<file path="src/rtl/boid_raster_writer.sv">
// Per-frame rasteriser: on each frame_start, swaps display RAMs and plots a BOID_SIZE x BOID_SIZE square per boid.
// Optional macro BOID_RASTER_STATS_EN enables the saturating dropped_frames counter.
module boid_raster_writer #(
  parameter int MAX_BOIDS      = 4,
  parameter int BOID_IDX_WIDTH = 2,
  parameter int BOID_SIZE      = 2,
  parameter int VIDEO_WIDTH    = 640,
  parameter int VIDEO_HEIGHT   = 480,
  parameter int ADDR_WIDTH     = 19
) (
  input  logic                      clock,
  input  logic                      reset,
  input  logic                      frame_start,
  output logic [BOID_IDX_WIDTH-1:0] boid_sel,
  input  logic [9:0]                boid_x,
  input  logic [8:0]                boid_y,
  output logic                      ram_swap,
  output logic                      ram_we,
  output logic [ADDR_WIDTH-1:0]     ram_addr,
  output logic                      ram_wdata,
  output logic                      busy,
  output logic                      frame_done,
  output logic [7:0]                dropped_frames
);

  typedef enum logic [2:0] {
    S_IDLE,
    S_SWAP,
    S_LATCH,
    S_PLOT,
    S_DONE
  } state_t;

  localparam logic [2:0]                LAST_D   = 3'(BOID_SIZE - 1);
  localparam logic [BOID_IDX_WIDTH-1:0] LAST_SEL = BOID_IDX_WIDTH'(MAX_BOIDS - 1);

  state_t                    state_q, state_d;
  logic [BOID_IDX_WIDTH-1:0] sel_q, sel_d;
  logic [10:0]               bx_q, bx_d;
  logic [9:0]                by_q, by_d;
  logic [2:0]                dx_q, dx_d;
  logic [2:0]                dy_q, dy_d;
  logic                      swap_q, swap_d;
  logic                      we_q, we_d;
  logic [ADDR_WIDTH-1:0]     addr_q, addr_d;
  logic                      busy_q, busy_d;
  logic                      done_q, done_d;
  logic [10:0]               px;
  logic [9:0]                py;

  function automatic logic [ADDR_WIDTH-1:0] pixel_addr(input logic [10:0] x, input logic [9:0] y);
    return ADDR_WIDTH'(y) * ADDR_WIDTH'(VIDEO_WIDTH) + ADDR_WIDTH'(x);
  endfunction

  function automatic logic on_screen(input logic [10:0] x, input logic [9:0] y);
    return ({1'b0, x} < 12'(VIDEO_WIDTH)) && ({1'b0, y} < 11'(VIDEO_HEIGHT));
  endfunction

  always_comb begin
    state_d = state_q;
    sel_d   = sel_q;
    bx_d    = bx_q;
    by_d    = by_q;
    dx_d    = dx_q;
    dy_d    = dy_q;
    case (state_q)
      S_IDLE:  if (frame_start) state_d = S_SWAP;
      S_SWAP:  state_d = S_LATCH;
      S_LATCH: begin
        bx_d    = {1'b0, boid_x};
        by_d    = {1'b0, boid_y};
        dx_d    = '0;
        dy_d    = '0;
        state_d = S_PLOT;
      end
      S_PLOT: begin
        if (dx_q == LAST_D) begin
          dx_d = '0;
          if (dy_q == LAST_D) begin
            dy_d = '0;
            if (sel_q == LAST_SEL) begin
              state_d = S_DONE;
            end else begin
              sel_d   = sel_q + BOID_IDX_WIDTH'(1);
              state_d = S_LATCH;
            end
          end else begin
            dy_d = dy_q + 3'd1;
          end
        end else begin
          dx_d = dx_q + 3'd1;
        end
      end
      S_DONE:  state_d = frame_start ? S_SWAP : S_IDLE;
      default: state_d = S_IDLE;
    endcase
    if (state_d == S_SWAP) sel_d = '0;

    // Outputs are registered from the state being entered, so they line up with that state's cycle.
    px     = bx_d + {8'b0, dx_d};
    py     = by_d + {7'b0, dy_d};
    swap_d = (state_d == S_SWAP);
    busy_d = (state_d != S_IDLE);
    done_d = (state_d == S_DONE);
    we_d   = 1'b0;
    addr_d = addr_q;
    if (state_d == S_PLOT && on_screen(px, py)) begin
      we_d   = 1'b1;
      addr_d = pixel_addr(px, py);
    end
  end

  always_ff @(posedge clock) begin
    if (reset) begin
      state_q <= S_IDLE;
      sel_q   <= '0;
      bx_q    <= '0;
      by_q    <= '0;
      dx_q    <= '0;
      dy_q    <= '0;
      swap_q  <= 1'b0;
      we_q    <= 1'b0;
      addr_q  <= '0;
      busy_q  <= 1'b0;
      done_q  <= 1'b0;
    end else begin
      state_q <= state_d;
      sel_q   <= sel_d;
      bx_q    <= bx_d;
      by_q    <= by_d;
      dx_q    <= dx_d;
      dy_q    <= dy_d;
      swap_q  <= swap_d;
      we_q    <= we_d;
      addr_q  <= addr_d;
      busy_q  <= busy_d;
      done_q  <= done_d;
    end
  end

  assign boid_sel   = sel_q;
  assign ram_swap   = swap_q;
  assign ram_we     = we_q;
  assign ram_addr   = addr_q;
  assign ram_wdata  = 1'b1;
  assign busy       = busy_q;
  assign frame_done = done_q;

`ifdef BOID_RASTER_STATS_EN
  logic [7:0] drop_q, drop_d;
  logic       ignored;

  function automatic logic [7:0] sat_inc8(input logic [7:0] v);
    return (v == 8'hFF) ? v : v + 8'd1;
  endfunction

  // A pulse in DONE starts the next pass, so only SWAP/LATCH/PLOT count as drops.
  always_comb begin
    ignored = frame_start && (state_q == S_SWAP || state_q == S_LATCH || state_q == S_PLOT);
    drop_d  = ignored ? sat_inc8(drop_q) : drop_q;
  end

  always_ff @(posedge clock) begin
    if (reset) drop_q <= 8'd0;
    else       drop_q <= drop_d;
  end

  assign dropped_frames = drop_q;
`else
  assign dropped_frames = 8'd0;
`endif

endmodule
</file>
<file path="config.mk">
export PLATFORM = sky130hd
export DESIGN_NAME = boid_raster_writer
export DESIGN_NICKNAME = d
export VERILOG_FILES = /design/src/rtl/boid_raster_writer.sv
export SDC_FILE = /design/constraint.sdc
export NUM_CORES = 1
export LEC_CHECK = 0
export BUFFER_PORTS_ARGS = -buffer_cell sky130_fd_sc_hd__buf_4
export CAP_MARGIN = 5
export CORE_UTILIZATION = 40
export DETAILED_ROUTE_END_ITERATION = 8
export PLACE_DENSITY = 0.65
export SYNTH_ARGS = -nofsm -noshare
export SYNTH_HDL_FRONTEND = slang
export SYNTH_SLANG_ARGS = --single-unit
</file>
<file path="constraint.sdc">
create_clock -name clock -period 11.3 [get_ports clock]
set_input_delay 1.13 -clock clock [delete_from_list [all_inputs] [get_ports clock]]
set_output_delay 1.13 -clock clock [all_outputs]
set_load 0.03 [all_outputs]
</file>
* Word level (Yosys, flattened, before mapping)
Cells that the tools add are included.
Storage, ports and cells: flip-flop bits (word level) 55, output and inout bits 34
Cells by class: $add $sub $neg 6, multiply operators 1, order comparisons 2, eq/ne operators 10, multiplexer cells 14, bitwise gates (word level) 1, reductions and logical operators 6
Operators with widths (count):
- $mux W3 | 7
- $add A19 B11 Y19 | 1
- $pmux W3 S5 | 1
- $eq A3 B1 Y1 const B | 4
- $mul A10 B3 Y12 const B | 1
- $pmux W3 S2 | 2
- $add A11 B3 Y11 | 1
- $lt A11 B10 Y1 const B | 1
- $mux W11 | 1
- $add A10 B3 Y10 | 1
- $lt A10 B9 Y1 const B | 1
- $mux W10 | 1
- $eq A3 B2 Y1 const B | 3
- $add A3 B1 Y3 const B | 2
- $eq A3 B3 Y1 const B | 2
- $reduce_and A4 Y1 | 1
- $logic_not A3 Y1 | 1
- $reduce_bool A3 Y1 | 1
- $add A2 B1 Y2 const B | 1
- $eq A2 B2 Y1 const B | 1
- $logic_and A1 B1 Y1 | 2
- $mux W1 | 2
- $reduce_or A2 Y1 | 1
- $not A1 Y1 | 1

* Depth between registers and ports, before layout
word-level depth 9, gate-level depth with buffers 24, depth with buffers taken out 23

* Least setup slack after synthesis
No wires, ideal clock.
path kind register -> register, start register state_q[0], end register addr_q[18], in the netlist ram_addr[18], library setup time 121 ps, arrival time 5153 ps, path slack 6026 ps, stages on the path, launching flop included 25, buffers on the path 3, cell sequence dfxtp_1 -> or3b_1 -> buf_2 -> buf_1 -> buf_1 -> nand2_1 -> nand2_1 -> ha_1 -> inv_1 -> fa_1 -> inv_1 -> a41oi_2 -> nand2b_1 -> xnor2_1 -> mux2i_1 -> inv_1 -> ha_1 -> fa_1 -> nand3_1 -> o211ai_1 -> nor4b_1 -> and2_1 -> a31o_2 -> a21oi_1 -> mux2_4
On the way: word-level cells in the longest chain between the ends 6, elaborated cells between the ends (all ways) 22, those cells by class 3 x add/sub; 1 x mul; 2 x order compare; 5 x eq/ne; 8 x mux; 3 x reduce/logical
RTL lines:
- start, declared | line 37 | state_t state_q, state_d;
- start signal, assigned | line 127 | state_q <= state_d;
- $eq A3 B2 Y1 (*) | line 66 | case (state_q)
- $mux W10 (*) | line 66
- via by_d[0] | line 40 | logic [9:0] by_q, by_d;
- $add A10 B3 Y10 (*) | line 101 | py = by_d + {7'b0, dy_d};
- parallel branches: the longest is 3 deep, another holds $add A19 B11 Y19
- end signal, assigned | line 135 | addr_q <= addr_d;
- end, declared | line 45 | logic [ADDR_WIDTH-1:0] addr_q, addr_d;
Mark *: on every way through the listed nets, which the timed path passes. A chain may end at the register's enable or synchronous reset.

* Worst setup path after layout
Same ends and word-level chain as after synthesis.

==> results.md <==
* Cell area after synthesis at 3910 sq um
* Measured slew at the worst slew-check pin at 1130 ps
* Final core occ at 46.9%
* CP Capture Type: register
* Crit path max-delay cell type: or3b_1
* Worst-skew pair later-pin latency at between 300 and 400 ps
* Flops & latches, synth at 55
* Most frequent cell after synthesis: dfxtp_1
* Hold WC Path Type: reg2reg
* Number of port buffers at 46
* Via count at about 3100
* Drt wl/cell at approximately 13 um
* Gr usage total at 16.1%
* Vias in the first global route at 2883
* Number of flops mapped to enable cells by yosys at 0
* Final hold vios at 0
* WL final at 7910 um
* Clock skew at 11.2 ps
* Max clock buf depth at 2
* Worst path max stage delay at 810 ps
* Tmin final at 5750 ps
* Hold Path End: bx_q[2]
* Dominant cells by area after synthesis: dfxtp_1 28%, ha_1 7.7%, mux2_4 5.8%
* WP data required at 11500 ps
* Yosys warns at 0
* Reg2Reg Setup Slack at 5550 ps
* Yosys top cell by area: dfxtp_1
* Worst r2r dst: ram_addr[18]
* Fin cells at 624
* Critical path class: reg2reg
* DR DRC count at 0
* Seq/Total Area, Yosys at 28.2%
* # diodes at 0
* Die width at just over 100 um
* Worst path buffer plus inverter count at 3
* Initial drt markers at 100
* PD cells at 102 nW/um^2
* Final worst setup slack at 5550 ps
* Hold_sp: bx_q[2]
* Netlist cell types at 62
* # resized after CTS at 0
* R2R cell count at 21
* Max-slew violations at 0
* Ys flop type: dfxtp_1
* Synth top area share at 28.2%
* Initial antenna violation count at 0
* Cell count after synthesis at 459
* Worst vdd ir at 0.0615 mV
* # H-tree levels at 2
* DIE HEIGHT at 101 um
* Pre-CTS WS at 5590 ps
* Fraction of registers with async set/reset at 0%
* Row count at 35
* Drt pass-1 iters at 4
* TritonCTS clock tree: built
* GPL Wtd Cong at 0.839
* Post-CTS Setup Bufs at 0
* Total gr overflow at 0
* Clock sink count at 55
* First-pass GRT wire length at about 13000 um
* DRT antenna net count at 0
* Nets@finish at 544
* Ports at 56
* Core ar. at 9370 sq um
* Hold_buf cts at 0
* Setup violators final at 0
* Unrepaired setup endpoints after global routing: no
* Most common cell on crit path: inv_1
* Placed cell count at 616
* Fmax at between 150 and 200 MHz
* Top cell family by delay on the critical path: simple AND/OR/NAND/NOR gates
* Hold depth at 2
* Max-cap violations at 0
* Vias/cell at 5.00
* CTS buffer count at 5
* Share of cells above drive strength 1 at 16.8%
* Worst Path Arrival at about 6000 ps
* Final HPWL DP at 6050 um
* Slew margin rel. at 24.8%
* Syn-to-layout area delta at 12.4%
* Reg2reg start: state_q[0]
* Largest net degree at the start of global routing at between 70 and 80
* Post-layout total power at 450 uW
* Status: finished clean
* Initial core utilization at 41.7%
* Fin crit share at roughly half
* Worst setup path start: state_q[0]
* Pleak at 1.93 nW
* Root Driver: clkbuf_8
* CTS clk-pin slew, worst paths at 100 ps
* Post-synth top cells: 55 x dfxtp_1, 44 x nand2_1, 44 x nor2_1
* Crit start category: register
* Worst path cell trace: or3b_1 > nand2_1 > nand2_1 > ha_1 > inv_1 > fa_1 > inv_1 > a41oi_2 > nand2b_1 > xnor2_1 > mux2i_1 > inv_1 > ha_1 > fa_1 > nand3_1 > o211ai_1 > nor4b_1 > and2_1 > a31o_2 > a21oi_1 > mux2_4
* Setup Total Neg Slack at 0 ps
* Die area at 10200 sq um
* Synthesized area per cell at approximately 8.5 sq um
* Critical path peak fanout at 26
[metal layers]
metal / GRT usage [%] / wire (um)
met1: 22.7 / 3970
met2: 26.1 / 3550
met3: 2.36 / 323
met4: 3.57 / 53
met5: 0 / 0
[cells by family after synthesis]
group | Yosys count | share of synthesized area [%]
fa+ha+maj | 28 | 9.73
xor+xnor | 34 | 7.62
simple gates | 188 | 25.1
compound gates | 74 | 13.0
flops | 55 | 28.2
other cells | 2 | 0.192
mux | 34 | 10.7
buf+inv | 44 | 5.54
[per-stage QoR]
step | hold WS, ps | cell area, sq um
CTS | 475 | 4400
global placement | 456 | 4310
detailed placement | 460 | 4310
global route | 489 | 4400
floorplan | 444 | 3940
finish | 470 | 4400
[worst min-delay path, stage by stage (launching register included)]
cell and delay, ps:
dfxtp_1 310, nand2_1 60, a21oi_1 60
[power by group]
| part | internal, mW | switching [mW] | total [mW] | leakage, nW |
|---|---|---|---|---|
| clock | 0.0433 | 0.0648 | 0.108 | 0.0402 |
| sequential | 0.203 | 0.00573 | 0.209 | 0.446 |
| combinational | 0.0549 | 0.0779 | 0.133 | 1.44 |
[sequential cells by signal (all words and copies together) (netlist names)]
register,flops
ram_addr,19
bx_q,11
by_q,10
dx_q,3
dy_q,3
state_q,3
boid_sel,2
busy,1
frame_done,1
ram_swap,1
ram_we,1
[area by class of cell]
type | instances | area, sq um
inverter | 18 | 67.6
fill | 923 | 4980
timing repair buffer | 47 | 353
sequential | 55 | 1100
clock inverter | 3 | 20.0
clock buffer | 5 | 68.8
tap | 129 | 161
multi-input combinational | 367 | 2620
[worst max-delay path by stage]
stage / end / slack [ps] / cells after the start
after floorplan: ram_addr[18] / 6030 / 24
after global placement: ram_addr[18] / 5790 / 21
after detailed placement: ram_addr[18] / 5590 / 21
after CTS: ram_addr[18] / 5560 / 21
after global routing: ram_addr[18] / 5060 / 21
final: ram_addr[18] / 5550 / 21
[placed cells by master (no fill, tap or decap), drive strengths merged, types with 12 or more instances in the layout]
cell type	n
nor2b	25
xor2	12
a21oi	24
buf	47
nor3	12
nand2	44
dfxtp	55
xnor2	22
mux2	17
nor2	44
mux2i	17
inv	18
ha	24
nand3	16
nand2b	12
Note: power is estimated with default switching activity, not from simulation.
